`config.mk`:
```
export PLATFORM = sky130hd
export DESIGN_NAME = nnrv_trace_buf_flat
export DESIGN_NICKNAME = d
export VERILOG_FILES = /design/src/rtl/nnrv_trace_buf_if.sv /design/src/rtl/nnrv_trace_buf.sv /design/src/flat_wrapper.sv
export SDC_FILE = /design/constraint.sdc
export NUM_CORES = 1
export LEC_CHECK = 0
export CORE_MARGIN = 2
export CORE_UTILIZATION = 45
export CTS_BUF_LIST = sky130_fd_sc_hd__clkbuf_4
export CTS_CLUSTER_SIZE = 14
export DETAILED_ROUTE_END_ITERATION = 10
export GPL_TIMING_DRIVEN = 0
export PLACE_DENSITY = 0.71
export SYNTH_ARGS = -nofsm -noshare
export SYNTH_HDL_FRONTEND = slang
export SYNTH_SLANG_ARGS = --single-unit
```
`constraint.sdc`:
```
create_clock -name i_clk -period 7.7 [get_ports i_clk]
set_input_delay 1.925 -clock i_clk [delete_from_list [all_inputs] [get_ports i_clk]]
set_output_delay 1.925 -clock i_clk [all_outputs]
set_load 0.005 [all_outputs]
```
`src/rtl/nnrv_trace_buf_if.sv`:
```
// Commit-trace buffer bus: capture/trigger/readout requests in, readout data and status out.
interface nnrv_trace_buf_if #(
  parameter int XLEN  = 32,
  parameter int DEPTH = 16
);
  localparam int CW = $clog2(DEPTH) + 1;

  logic            i_arm;
  logic            i_commit;
  logic [XLEN-1:0] i_pc;
  logic [31:0]     i_instr;
  logic            i_trig_en;
  logic [XLEN-1:0] i_trig_pc;
  logic            i_rd_req;

  logic            o_rd_valid;
  logic [XLEN-1:0] o_rd_pc;
  logic [31:0]     o_rd_instr;
  logic            o_rd_last;
  logic [1:0]      o_state;
  logic [CW-1:0]   o_count;
  logic            o_trig_seen;

  modport master (
    output i_arm, i_commit, i_pc, i_instr, i_trig_en, i_trig_pc, i_rd_req,
    input  o_rd_valid, o_rd_pc, o_rd_instr, o_rd_last, o_state, o_count, o_trig_seen
  );

  modport slave (
    input  i_arm, i_commit, i_pc, i_instr, i_trig_en, i_trig_pc, i_rd_req,
    output o_rd_valid, o_rd_pc, o_rd_instr, o_rd_last, o_state, o_count, o_trig_seen
  );
endinterface

```
`src/rtl/nnrv_trace_buf.sv`:
```
// Circular {pc, instr} commit-trace buffer with PC-match trigger, post-trigger window
// and oldest-first readout once frozen.
module nnrv_trace_buf #(
  parameter int XLEN      = 32,
  parameter int DEPTH     = 16,
  parameter int POST_TRIG = 4
) (
  input  logic            i_clk,
  input  logic            i_rst,
  nnrv_trace_buf_if.slave bus
);
  localparam int PW = $clog2(DEPTH);
  localparam int CW = PW + 1;

  typedef enum logic [1:0] {
    S_IDLE   = 2'd0,
    S_ARMED  = 2'd1,
    S_POST   = 2'd2,
    S_FROZEN = 2'd3
  } state_e;

  state_e          state_q;
  logic [PW-1:0]   wr_ptr_q, rd_ptr_q, post_q;
  logic [CW-1:0]   count_q, remaining_q;
  logic            trig_seen_q, rd_valid_q, rd_last_q;
  logic [XLEN-1:0] rd_pc_q;
  logic [31:0]     rd_instr_q;

  logic [XLEN-1:0] mem_pc    [DEPTH];
  logic [31:0]     mem_instr [DEPTH];

  logic            capture, trig_hit;
  logic [PW-1:0]   wr_ptr_d, frz_ptr_d;
  logic [CW-1:0]   count_d;

  // An arm in the same cycle wins over the commit, so it is never written.
  assign capture   = bus.i_commit & ~bus.i_arm & ((state_q == S_ARMED) || (state_q == S_POST));
  assign trig_hit  = bus.i_trig_en & (bus.i_pc == bus.i_trig_pc);
  assign wr_ptr_d  = wr_ptr_q + 1'b1;
  assign count_d   = (count_q == CW'(DEPTH)) ? count_q : count_q + 1'b1;
  assign frz_ptr_d = wr_ptr_d - count_d[PW-1:0];

  // NOTE: the trace RAM has no reset; clearing it would turn it into a flop array,
  // and stale entries are never read because count_q bounds the readout.
  always_ff @(posedge i_clk) begin
    if (capture) begin
      mem_pc[wr_ptr_q]    <= bus.i_pc;
      mem_instr[wr_ptr_q] <= bus.i_instr;
    end
  end

  // NOTE: every state register uses <= so all of them update from the same
  // pre-edge values regardless of statement order.
  always_ff @(posedge i_clk or posedge i_rst) begin
    if (i_rst) begin
      state_q     <= S_IDLE;
      wr_ptr_q    <= '0;
      rd_ptr_q    <= '0;
      post_q      <= '0;
      count_q     <= '0;
      remaining_q <= '0;
      trig_seen_q <= 1'b0;
      rd_valid_q  <= 1'b0;
      rd_last_q   <= 1'b0;
      rd_pc_q     <= '0;
      rd_instr_q  <= '0;
    end else begin
      rd_valid_q <= 1'b0;
      rd_last_q  <= 1'b0;
      if (bus.i_arm) begin
        state_q     <= S_ARMED;
        wr_ptr_q    <= '0;
        count_q     <= '0;
        remaining_q <= '0;
        trig_seen_q <= 1'b0;
      end else begin
        if (capture) begin
          wr_ptr_q <= wr_ptr_d;
          count_q  <= count_d;
        end
        unique case (state_q)
          S_ARMED: begin
            if (bus.i_commit && trig_hit) begin
              trig_seen_q <= 1'b1;
              if (POST_TRIG == 0) begin
                state_q     <= S_FROZEN;
                rd_ptr_q    <= frz_ptr_d;
                remaining_q <= count_d;
              end else begin
                state_q <= S_POST;
                post_q  <= PW'(POST_TRIG);
              end
            end
          end
          S_POST: begin
            if (bus.i_commit) begin
              post_q <= post_q - 1'b1;
              if (post_q == PW'(1)) begin
                state_q     <= S_FROZEN;
                rd_ptr_q    <= frz_ptr_d;
                remaining_q <= count_d;
              end
            end
          end
          S_FROZEN: begin
            if (bus.i_rd_req && (remaining_q != '0)) begin
              rd_valid_q  <= 1'b1;
              rd_last_q   <= (remaining_q == CW'(1));
              rd_pc_q     <= mem_pc[rd_ptr_q];
              rd_instr_q  <= mem_instr[rd_ptr_q];
              rd_ptr_q    <= rd_ptr_q + 1'b1;
              remaining_q <= remaining_q - 1'b1;
            end
          end
          default: ;
        endcase
      end
    end
  end

  assign bus.o_state     = state_q;
  assign bus.o_count     = count_q;
  assign bus.o_trig_seen = trig_seen_q;
  assign bus.o_rd_valid  = rd_valid_q;
  assign bus.o_rd_last   = rd_last_q;
  assign bus.o_rd_pc     = rd_pc_q;
  assign bus.o_rd_instr  = rd_instr_q;
endmodule

```
`src/flat_wrapper.sv`:
```
// flat-port wrapper written by rule: the top's interface ports become plain ports
module nnrv_trace_buf_flat 
#(
  parameter int XLEN      = 32,
  parameter int DEPTH     = 16,
  parameter int POST_TRIG = 4
)
  (i_clk, i_rst, bus_i_arm, bus_i_commit, bus_i_pc, bus_i_instr, bus_i_trig_en, bus_i_trig_pc, bus_i_rd_req, bus_o_rd_valid, bus_o_rd_pc, bus_o_rd_instr, bus_o_rd_last, bus_o_state, bus_o_count, bus_o_trig_seen);
  nnrv_trace_buf_if #(.XLEN(XLEN), .DEPTH(DEPTH)) bus_i ();
  input  logic i_clk;
  input  logic i_rst;
  input wire logic [$bits(bus_i.i_arm)-1:0] bus_i_arm;
  input wire logic [$bits(bus_i.i_commit)-1:0] bus_i_commit;
  input wire logic [$bits(bus_i.i_pc)-1:0] bus_i_pc;
  input wire logic [$bits(bus_i.i_instr)-1:0] bus_i_instr;
  input wire logic [$bits(bus_i.i_trig_en)-1:0] bus_i_trig_en;
  input wire logic [$bits(bus_i.i_trig_pc)-1:0] bus_i_trig_pc;
  input wire logic [$bits(bus_i.i_rd_req)-1:0] bus_i_rd_req;
  output wire logic [$bits(bus_i.o_rd_valid)-1:0] bus_o_rd_valid;
  output wire logic [$bits(bus_i.o_rd_pc)-1:0] bus_o_rd_pc;
  output wire logic [$bits(bus_i.o_rd_instr)-1:0] bus_o_rd_instr;
  output wire logic [$bits(bus_i.o_rd_last)-1:0] bus_o_rd_last;
  output wire logic [$bits(bus_i.o_state)-1:0] bus_o_state;
  output wire logic [$bits(bus_i.o_count)-1:0] bus_o_count;
  output wire logic [$bits(bus_i.o_trig_seen)-1:0] bus_o_trig_seen;
  assign bus_i.i_arm = bus_i_arm;
  assign bus_i.i_commit = bus_i_commit;
  assign bus_i.i_pc = bus_i_pc;
  assign bus_i.i_instr = bus_i_instr;
  assign bus_i.i_trig_en = bus_i_trig_en;
  assign bus_i.i_trig_pc = bus_i_trig_pc;
  assign bus_i.i_rd_req = bus_i_rd_req;
  assign bus_o_rd_valid = bus_i.o_rd_valid;
  assign bus_o_rd_pc = bus_i.o_rd_pc;
  assign bus_o_rd_instr = bus_i.o_rd_instr;
  assign bus_o_rd_last = bus_i.o_rd_last;
  assign bus_o_state = bus_i.o_state;
  assign bus_o_count = bus_i.o_count;
  assign bus_o_trig_seen = bus_i.o_trig_seen;
  nnrv_trace_buf #(.XLEN(XLEN), .DEPTH(DEPTH), .POST_TRIG(POST_TRIG)) u_core (.i_clk(i_clk), .i_rst(i_rst), .bus(bus_i));
endmodule
```
== Word level (Yosys, flattened, before mapping) ==
Memory sizes are Yosys's and may differ from the RTL's. A register that Yosys moved wholly into a read port is not among the register bits.
Index checks and enable logic that the tools add are counted.

* Equality and inequality tests: 15
* Order comparisons: 0
* Shift operators: 0
* Add/sub/neg operators: 6
* Reductions and logical operators: 17
* Mux-type cells: 33
* Div/mod/pow operators: 0
* Bitwise operators: 4
* Multipliers: 0

{| class="wikitable"
|+ Operators by type and width
! cell !! number
|-
| 5-bit two-way mux || 7
|-
| 32-bit equality test || 1
|-
| 4-bit two-way mux || 7
|-
| 4-bit one-hot mux with 2 select lines || 2
|-
| 4-bit AND reduction || 3
|-
| 1-bit two-way mux || 11
|-
| 5-bit one-hot mux with 2 select lines || 1
|-
| 2-bit nonzero test || 5
|-
| 3-bit inequality test, second input constant || 3
|-
| 4-bit by 1-bit adder with 4-bit output, second input constant || 2
|-
| 2-bit two-way mux || 4
|-
| 2-bit inequality test, second input constant || 3
|-
| 3-bit nonzero test || 2
|-
| 5-bit by 1-bit adder with 5-bit output, second input constant || 1
|-
| 5-bit by 1-bit equality test with 1-bit output, second input constant || 1
|-
| 5-bit equality test, second input constant || 1
|-
| 5-bit AND reduction || 1
|-
| 5-bit nonzero test || 1
|-
| 5-bit by 1-bit subtractor with 5-bit output, second input constant || 1
|-
| 2-bit equality test, second input constant || 2
|-
| 4-bit by 1-bit equality test with 1-bit output, second input constant || 1
|-
| 2-bit one-hot mux with 2 select lines || 1
|-
| 4-bit by 1-bit subtractor with 4-bit output, second input constant || 1
|-
| 4-bit subtractor || 1
|-
| other kinds (9) || 12
|}

* RAM bits: 1024
* Memories kept: 2
* Input port bits: 102
* Memory bits (read-only): 0
* Bits in latches: 0
* Flip-flop bits (word level): 27
* Word-level logic and storage cells: 86

{| class="wikitable"
|+ Memory list
! name !! words !! bits a word !! rd ports !! clocked after memory_dff !! wr ports !! RTL line !! text
|-
| u_core.mem_instr || 16 || 32 || 1 || 1 || 1 || nnrv_trace_buf.sv:30 || <nowiki>logic [31:0] mem_instr [DEPTH];</nowiki>
|-
| u_core.mem_pc || 16 || 32 || 1 || 1 || 1 || nnrv_trace_buf.sv:29 || <nowiki>logic [XLEN-1:0] mem_pc [DEPTH];</nowiki>
|}

== Logic depth before layout (Yosys ltp) ==
Gate-level depths: netlist of run 1.

* Depth after elaboration: 6
* Mapped depth: 12
* Mapped depth without buffers: 12

== Worst setup path before layout of run 1 ==
No wires, ideal clock.

* Kind: input to register
* From: in bus_i_commit
* To: mem u_core.mem_instr[10][0] (enable)
* Data arrival time: 4.247 ns
* Stages: 4
* Buffers on the path: 1
* Setup time: 0.429 ns
* Slack: 3.024 ns
* Data required time: 7.271 ns
* Cell sequence: or2b_1 clkbuf_1 nor4b_1 and2_1

* Cells in the longest elaborated chain, start to end: 4

{| class="wikitable"
|+ Ends and longest elaborated chain
! item !! RTL line !! text
|-
| start: declaration || flat_wrapper.sv:13 || <nowiki>input wire logic [$bits(bus_i.i_commit)-1:0] bus_i_commit;</nowiki>
|-
| 1-bit bitwise AND (2 in series) || nnrv_trace_buf.sv:37 || <nowiki>assign capture = bus.i_commit & ~bus.i_arm & ((state_q == S_ARMED) || (state_q == S_POST));</nowiki>
|-
| 1-bit two-way mux || nnrv_trace_buf.sv:46 || <nowiki>if (capture) begin</nowiki>
|-
| 1-bit two-way mux (implied by the code) || nnrv_trace_buf.sv:48 || <nowiki>mem_instr[wr_ptr_q] <= bus.i_instr;</nowiki>
|-
| end: declaration || nnrv_trace_buf.sv:30 ||
|}

No other way between the ends.

== Worst setup path in the final report of run 1 ==
* From: in bus_i_pc[1]
* To: reg u_core.post_q[2]

* Cells in the longest elaborated chain, start to end: 5

{| class="wikitable"
|+ Ends and longest elaborated chain
! item !! RTL line !! text
|-
| start: declaration || flat_wrapper.sv:14 || <nowiki>input wire logic [$bits(bus_i.i_pc)-1:0] bus_i_pc;</nowiki>
|-
| 32-bit equality test || nnrv_trace_buf.sv:38 || <nowiki>assign trig_hit = bus.i_trig_en & (bus.i_pc == bus.i_trig_pc);</nowiki>
|-
| 1-bit bitwise AND || nnrv_trace_buf.sv:38 ||
|-
| 1-bit logical AND || nnrv_trace_buf.sv:83 || <nowiki>if (bus.i_commit && trig_hit) begin</nowiki>
|-
| 2-bit inequality test (no line) || - ||
|-
| 4-bit AND reduction (no line) || - ||
|-
| end signal: assignment || nnrv_trace_buf.sv:91 || <nowiki>post_q <= PW'(POST_TRIG);</nowiki>
|-
| end signal: assignment || nnrv_trace_buf.sv:97 || <nowiki>post_q <= post_q - 1'b1;</nowiki>
|-
| end: declaration || nnrv_trace_buf.sv:23 || <nowiki>logic [PW-1:0] wr_ptr_q, rd_ptr_q, post_q;</nowiki>
|}

No other way between the ends.
A chain may end at the register's enable or synchronous reset.

==> results of run 1 <==
[registers in the layout, summed over array words and instances (netlist names)]
name                    cells
u_core.mem_pc             512
u_core.rd_ptr_q             4
u_core.bus.o_count          5
u_core.post_q               4
u_core.bus.o_rd_last        1
u_core.bus.o_trig_seen      1
u_core.remaining_q          5
u_core.bus.o_state          2
u_core.bus.o_rd_pc         32
u_core.mem_instr          512
u_core.bus.o_rd_instr      32
u_core.wr_ptr_q             4
u_core.bus.o_rd_valid       1
[kinds of logic after synthesis]
group	Yosys count	share of synthesized area, %
AOI/OAI and AO/OA	48	0.675
adders and majority gates	19	0.571
muxes	388	18.5
xor gates and xnor gates	43	0.876
buffers and inverters	108	1.23
DFF	1115	76.9
and+or+nand+nor	100	1.25
[routing by layer]
metal  wire (um)  track usage [%]  vias to the layer above
met2       52000             34.8                     1073
met3        8570             5.33                      201
li1            -                -                     8893
met1       40600             28.2                    11400
met4        2790             8.33                       10
met5          69                0                        -
[cell type report]
| type | count | area, um2 |
|---|---|---|
| repair buffers | 192 | 2220 |
| multi-input cells | 598 | 9460 |
| inverters | 18 | 72.6 |
| plain buffers | 90 | 460 |
| clock buffers | 429 | 3220 |
| clock inverters | 70 | 337 |
| diodes | 7 | 17.5 |
| fillers | 7177 | 44500 |
| well taps | 1265 | 1580 |
| flip-flops and latches | 1115 | 33000 |
[worst paths after layout]
check	slack, ps	from	cells past startpoint	endpoint
worst min-delay path	510	u_core.bus.o_rd_pc[19]	1	u_core.bus.o_rd_pc[19]
worst max-delay path	3110	bus_i_pc[1]	8	u_core.post_q[2]
max in group asynchronous	5750	i_rst	3	u_core.bus.o_rd_instr[27]
min in group asynchronous	1150	i_rst	2	u_core.bus.o_rd_instr[13]
worst min register to register	510	u_core.bus.o_rd_pc[19]	1	u_core.bus.o_rd_pc[19]
worst max register to register	3780	u_core.rd_ptr_q[1]	6	u_core.bus.o_rd_pc[1]
[through the flow]
step	utilization [%]	hold WS (ps)	setup WS, ps	power, mW
3_3_place_gp	48.8	493	319	7.50
2_1_floorplan	-	504	3020	7.20
4_1_cts	53.1	511	3330	12.4
6_report	53.1	505	3110	12.3
3_5_place_dp	49.4	495	2050	7.53
5_1_grt	53.1	518	2910	12.7
[cell usage after synthesis (3+ instances only)]
cell,instances
o21ai_0,10
xor2_1,8
nand2_1,21
nand3_1,9
buf_6,4
o31ai_1,4
clkbuf_1,35
buf_4,21
or3_1,4
nand4_1,7
a21oi_1,19
dfrtp_1,91
and2_1,16
xnor2_1,35
nor2_1,21
mux2_2,64
edfxtp_1,1024
mux4_2,320
nor3_1,3
ha_1,18
buf_2,11
mux2i_1,4
inv_1,18
or4_1,4
buf_1,19
[where the power goes]
| part | leakage [nW] | switching, mW | internal (mW) |
|---|---|---|---|
| Combinational | 3.70 | 0.396 | 0.320 |
| Clock | 2.15 | 2.29 | 2.61 |
| Sequential | 10.5 | 0.0144 | 6.66 |
[worst max-delay path: stages]
cell and delay, ps:
clkdlybuf4s50_1 770, xnor2_1 1150, nand4_1 340, nor4_2 330, buf_4 210, a31oi_1 220, or2_4 320, o32a_1 350
==> impl_metrics.tcl, run 1 <==
set metrics [dict create \
    status "finished, final reports clean" \
    grt_antenna_before_repair 9 \
    seq_area_frac_synth_pct 76.9 \
    cts.clk_slew.worst_paths_ps 70 \
    synth_edf_count 1024 \
    numCtsBuffers 295 \
    routed-via-count 21600 \
    cts_tree "done" \
    final_area_um2 50400 \
    dieArea_um2 98000 \
    cp_data_arrival_time_ps 5640 \
    wl_per_cell_um 27.5 \
    post-route-period-util_pct 59.6 \
    crit_required_ps 8750 \
    placementRows 113 \
    synth_warnings 0 \
    drc 0 \
    period_minus_slack_ps 4590 \
    ant_nets 0 \
    crit_fanout 17 \
    io-pin-count 176 \
    die-height_um 313 \
    grtUsageTotal_pct 21.5 \
    die_w_um 313 \
    drv_slew 0 \
    startpoint_type "primary input" \
    synth.largest_area_cell "edfxtp_1" \
    cts_buffer_depth 4 \
    setup_tns_ps 0 \
    dpl_cell_area_um2 46800 \
    clock_sinks 1115 \
    p_leak_nw 16.3 \
    port_buffers 174 \
    first_global_vias 22800 \
    syn-num-nets 1942 \
    first_pass_iters 5 \
    timing.final.hold_violations 0 \
    ys_top_cells_by_area "edfxtp_1, mux4_2, dfrtp_1" \
    hpwl_mm 61.2 \
    clock_skew_ps 103 \
    finalNonFillerCells 3784 \
    synth_cell_types 48 \
    peakVddDrop_v 0.000156 \
    coreArea_um2 94900 \
    max_slew_margin_pct 16.2 \
    ctsHoldBuffers 0 \
    ys_ff_latch 1115 \
    area_growth_pct 17.3 \
    layout_common_cells "edfxtp_1, clkbuf_4, mux4_2, clkdlybuf4s50_1, dfrtp_1" \
    syn_area_um2 43000 \
    routed_wl_mm 104 \
    syn_area_per_cell_um2 23.6 \
    root_buffer "clkbuf_4" \
    tightest_slew_ps 1250 \
    place_congestion 0.802 \
    postSynthCellCount 1821 \
    setup_viol 0 \
    critPathKind "in2reg" \
    ctsResizeCount 0 \
    min_path_type "reg2reg" \
    drt_iter0_markers 2273 \
    dpl.cell_count 3278 \
    start_util_pct 45.3 \
    drv_cap 0 \
    gr-total-overflow 0 \
    viasPerCell 5.72 \
    yosysTopAreaCellShare_pct 71.6 \
    rsz0062_at_grt "no" \
    ys.flop_type "edfxtp_1" \
    clk_latency_ps 1170 \
    powerDensity_nw_per_um2 244 \
    htreeDepth 5 \
    drive_gt1_share_pct 36.1 \
    async_reset_ff_share_pct 8.16 \
    nNetsFinal 2431 \
    final_common_cell "edfxtp_1" \
    post_cts_buffers 0 \
    grt_pass1_wl_mm 150 \
    grt_max_degree 67 \
    max_freq_mhz 218 \
    cp-end-kind "register" \
]
(Power assumes the default switching activity.)
==> run 2: changes to the inputs <==
- PLACE_DENSITY: 0.71 -> 0.73
- clock period: 7.7 -> 3.8 ns (I/O delays scaled with it)
==> run 2 against run 1 <==
Compared with the run above: critical path type is now reg2reg; cell count fell by 0.26%; worst hold slack worse by 330 ps; combinational power rose by 100%; routed wire length grew 1.1%; power is 100% higher; critical endpoint is now u_core.bus.o_rd_instr[15].
==> impl_metrics.tcl, run 2 (synthesis results as in run 1) <==
set metrics [dict create \
    status "finished, final reports clean" \
    routed-via-count 21500 \
    port_buffers 174 \
    grtUsageTotal_pct 21.8 \
    io-pin-count 176 \
    setup_viol 0 \
    tightest_slew_ps 1180 \
    viasPerCell 5.71 \
    fillers 7169 \
    grt_antenna_before_repair 7 \
    drc 0 \
    period_minus_slack_ps 3730 \
    crit_buf_inv 3 \
    clock_sinks 1115 \
    slowest_stage "buf_1" \
    cpPeakStageDelay_ps 810 \
    max_freq_mhz 268 \
    numCtsBuffers 295 \
    hold-worst-slack_ps 174 \
    layout_common_cells "edfxtp_1, clkbuf_4, mux4_2, clkdlybuf4s50_1, dfrtp_1" \
    first_global_vias 22900 \
    worstSetupPathDepth 6 \
    cp-end-kind "register" \
    area_growth_pct 17.2 \
    gr-total-overflow 0 \
    min_path_type "in2async" \
    peakVddDrop_v 0.000334 \
    startpoint_type "register" \
    p_leak_nw 16.3 \
    drt_iter0_markers 2602 \
    cts_buffer_depth 4 \
    grt_max_degree 64 \
    post-route-period-util_pct 98.2 \
    crit_fanout 10 \
    seq_area_um2 33000 \
    crit_required_ps 4740 \
    place_congestion 0.767 \
    clock_skew_ps 101 \
    drv_cap 0 \
    hpwl_mm 61.1 \
    critPathKind "reg2reg" \
    placementRows 113 \
    max_slew_margin_pct 21.4 \
    p_total_mw 25.0 \
    multi_input_comb_area_um2 9480 \
    start_util_pct 45.3 \
    routed_wl_mm 105 \
    cts_tree "done" \
    drv_slew 0 \
    coreArea_um2 94900 \
    crit_path_cell_trace "clkbuf_1, clkbuf_1, buf_1, mux4_2, mux4_2, mux2_2" \
    cp_data_arrival_time_ps 4670 \
    drive_gt1_share_pct 35.6 \
    rsz0062_at_grt "no" \
    post_cts_buffers 0 \
    ant_nets 0 \
    dieArea_um2 98000 \
    wl_per_cell_um 27.9 \
    powerDensity_nw_per_um2 497 \
    cts.clk_slew.worst_paths_ps 70 \
    reg2reg_depth 6 \
    die_w_um 313 \
    nNetsFinal 2430 \
    grt_pass1_wl_mm 152 \
    dpl_cell_area_um2 46800 \
    top_regs "u_core.mem_instr: 512 flops, u_core.mem_pc: 512 flops" \
    final_area_um2 50400 \
    root_buffer "clkbuf_4" \
    clk_latency_ps 1160 \
    timing.final.hold_violations 0 \
    first_pass_iters 5 \
    die-height_um 313 \
    crit_family "buffers and inverters" \
    htreeDepth 5 \
    final_common_cell "edfxtp_1" \
]
## run 2: cell types whose count changed in the layout (fill, tap and decap cells not counted), moves of 2 or more
cell / previous run / this run
clkinv_4: 2 / 0
clkbuf_4: 429 / 415
clkinv_1: 52 / 62
buf_16: 17 / 10
bufinv_16: 2 / 6
buf_12: 0 / 7
clkinv_2: 9 / 6
diode_2: 7 / 3
## run 2: routing by layer
layer / vias up / global-route usage (%) / part of all wire [%]
li1: 8871 / - / -
met1: 11300 / 29.1 / 39
met2: 1204 / 36.3 / 51
met3: 127 / 5.31 / 9.1
met4: 6 / 5.72 / 1.2
met5: - / 0 / 0.037
## run 2: cell type report
type / count / share of cell area, %
clock buffer: 415 / 6.19
timing repair buffer: 191 / 4.28
antenna: 3 / 0.0149
sequential: 1115 / 65.6
tap: 1265 / 3.14
inverter: 18 / 0.144
multi-input combinational: 598 / 18.8
buffer: 90 / 0.914
clock inverter: 79 / 0.917
## run 2: worst paths after layout
check	from	endpoint	slack, ps
min in group i_clk	u_core.bus.o_rd_pc[13]	u_core.bus.o_rd_pc[13]	500
max in group asynchronous	i_rst	u_core.bus.o_rd_pc[13]	2790
min	i_rst	u_core.bus.o_rd_instr[28]	170
max	u_core.rd_ptr_q[1]	u_core.bus.o_rd_instr[15]	70
min reg2reg	u_core.bus.o_rd_pc[13]	u_core.bus.o_rd_pc[13]	500
max reg2reg	u_core.rd_ptr_q[1]	u_core.bus.o_rd_instr[15]	70
## run 2: report_power, final
part           leakage, nW  switching (mW)  internal (mW)
clock                 2.14            4.64           5.42
combinational         3.68           0.802          0.650
sequential            10.5          0.0299           13.5
## run 2: worst reg2reg max path, stage by stage, from the launching register on
cell and delay (ps):
dfrtp_1 360, clkbuf_1 560, clkbuf_1 670, buf_1 810, mux4_2 430, mux4_2 510
mux2_2 280
## run 2: repair_timing
action | 4_1_cts | 5_1_grt
endpoints found under the setup margin | 7 | 1
hold buffers | 0 | 0
resized for setup | 2 | 1
## run 2: stage by stage
step,instances,utilization (%),worst slack [ps],TNS [ps]
after floorplan,1821,-,99.3,0
after global placement,3260,48.8,-2630,-2740260
after detailed placement,3277,49.3,-1740,-94570
after CTS,3771,53.1,66.4,0
after global routing,3772,53.1,38.8,0
final,3774,53.1,69.5,0
==> run 3: changes to the inputs <==
- CAP_MARGIN: not set -> 5
- CORE_MARGIN: 2 -> 3
- PLACE_DENSITY: 0.73 -> 0.69
==> run 3 against run 2 <==
Compared with the run above: worst hold slack improved by 81 ps; first-iteration DRC count down 12%; clock power barely moved; sequential share of layout area is 0.12 points lower; core utilization up 0.57 points; cell count about the same; routed wire length shrank 0.36%; critical path depth unchanged; clock skew shrank 18 ps; sequential power hardly changed; via count shrank 0.76%; clock-buffer cell count is 26 higher; critical path type unchanged; largest power group unchanged.
==> impl_metrics.tcl, run 3 (synthesis results as in run 1) <==
set metrics [dict create \
    timing.final.hold_violations 0 \
    numCtsBuffers 299 \
    nNetsFinal 2435 \
    fin_util_pct 53.7 \
    tightest_slew_ps 1170 \
    crit_required_ps 4730 \
    hpwl_mm 61.6 \
    clk_latency_ps 1080 \
    period_minus_slack_ps 3720 \
    ant_nets 0 \
    slowest_stage "clkdlybuf4s15_1" \
    dpl.cell_count 3267 \
    cpPeakStageDelay_ps 790 \
    min_path_type "in2async" \
    critPathKind "reg2reg" \
    top_regs "u_core.mem_instr: 512 flops, u_core.mem_pc: 512 flops" \
    powerDensity_nw_per_um2 496 \
    final_area_um2 50500 \
    first_global_vias 23000 \
    layout_common_cells "edfxtp_1, clkbuf_4, mux4_2, clkdlybuf4s50_1, dfrtp_1" \
    coreArea_um2 94000 \
    grtUsageTotal_pct 21.5 \
    area_growth_pct 17.4 \
    dieArea_um2 99200 \
    gr-total-overflow 0 \
    start_util_pct 45.7 \
    io-pin-count 176 \
    grt_pass1_wl_mm 152 \
    final_common_cell "edfxtp_1" \
    cts.clk_slew.worst_paths_ps 60 \
    routed-via-count 21400 \
    cts_buffer_depth 4 \
    drc 0 \
    drive_gt1_share_pct 36.7 \
    p_leak_nw 16.4 \
    crit_path_cell_trace "clkbuf_1, clkbuf_1, clkdlybuf4s15_1, mux4_2, mux4_2, mux2_2" \
    dpl_cell_area_um2 46800 \
    grt_max_degree 49 \
    crit_family "buffers and inverters" \
    p_total_mw 25.0 \
    clock_sinks 1115 \
    cp_data_arrival_time_ps 4650 \
    die-height_um 315 \
    viasPerCell 5.67 \
    peakVddDrop_v 0.000207 \
    clock_skew_ps 82.7 \
    wl_per_cell_um 27.8 \
    grt_antenna_before_repair 13 \
    post-route-period-util_pct 97.9 \
    crit_buf_inv 3 \
    status "finished, final reports clean" \
    fillers 7111 \
    place_congestion 0.763 \
    cp-end-kind "register" \
    htreeDepth 5 \
    routed_wl_mm 105 \
    port_buffers 174 \
    cts_tree "done" \
    setup_tns_ps 0 \
    max_freq_mhz 269 \
    drv_slew 0 \
    startpoint_type "register" \
    max_slew_margin_pct 21.8 \
    drv_cap 0 \
    crit_fanout 10 \
    root_buffer "clkbuf_4" \
    setup_viol 0 \
    die_w_um 315 \
    first_pass_iters 7 \
    placementRows 112 \
    drt_iter0_markers 2280 \
    finalNonFillerCells 3772 \
    rsz0062_at_grt "no" \
]
run 3: cell types whose count changed in the layout (fill, tap and decap cells not counted), moves of 4 or more:
cell	before	now
diode_2	3	11
buf_12	7	0
clkinv_1	62	41
buf_16	10	17
buf_1	19	15
clkbuf_4	415	441
clkbuf_2	0	5
run 3: cell type report:
class	instances	area (um2)	area share, %
diodes	11	27.5	0.0546
plain buffers	90	479	0.950
clock buffers	441	3310	6.56
clock inverters	53	282	0.558
inverters	18	72.6	0.144
multi-input cells	598	9470	18.8
flip-flops and latches	1115	33000	65.5
well taps	1254	1570	3.11
repair buffers	192	2220	4.39
run 3: routing by layer:
metal / vias to the layer above / track usage [%] / part of all wire (%)
li1: 8896 / - / -
met1: 11200 / 27.4 / 38
met2: 1092 / 34.9 / 50
met3: 180 / 7.01 / 9.7
met4: 8 / 7.57 / 2.7
met5: - / 0 / 0.058
run 3: where the power goes:
part | leakage [nW] | switching (mW) | internal [mW] | total, mW
clock | 2.17 | 4.61 | 5.46 | 10.1
combinational | 3.73 | 0.787 | 0.649 | 1.44
sequential | 10.5 | 0.0302 | 13.5 | 13.5
run 3: timing repair:
item | CTS | global route
setup endpoints to repair | 1 | 20
gates cloned | 0 | 0
buffers inserted | 0 | 0
gates resized for setup | 1 | 15
hold buffers | 0 | 0
run 3: stage by stage:
| step | setup WS (ps) | hold WS (ps) |
|---|---|---|
| after floorplan | 99.3 | 504 |
| after global placement | -2680 | 494 |
| after detailed placement | -773 | 496 |
| after CTS | 12.0 | 166 |
| after global routing | 10.1 | 215 |
| final | 79.3 | 256 |
run 3: final timing paths:
| path | endpoint | startpoint | slack, ps | cells after the start |
|---|---|---|---|---|
| min in group i_clk | u_core.bus.o_rd_pc[16] | u_core.bus.o_rd_pc[16] | 510 | 1 |
| min | u_core.bus.o_rd_pc[25] | i_rst | 260 | 2 |
| min reg2reg | u_core.bus.o_rd_pc[16] | u_core.bus.o_rd_pc[16] | 510 | 1 |
| max reg2reg | u_core.bus.o_rd_instr[27] | u_core.rd_ptr_q[1] | 80 | 6 |
| max | u_core.bus.o_rd_instr[27] | u_core.rd_ptr_q[1] | 80 | 6 |
| max in group asynchronous | u_core.rd_ptr_q[0] | i_rst | 2740 | 3 |
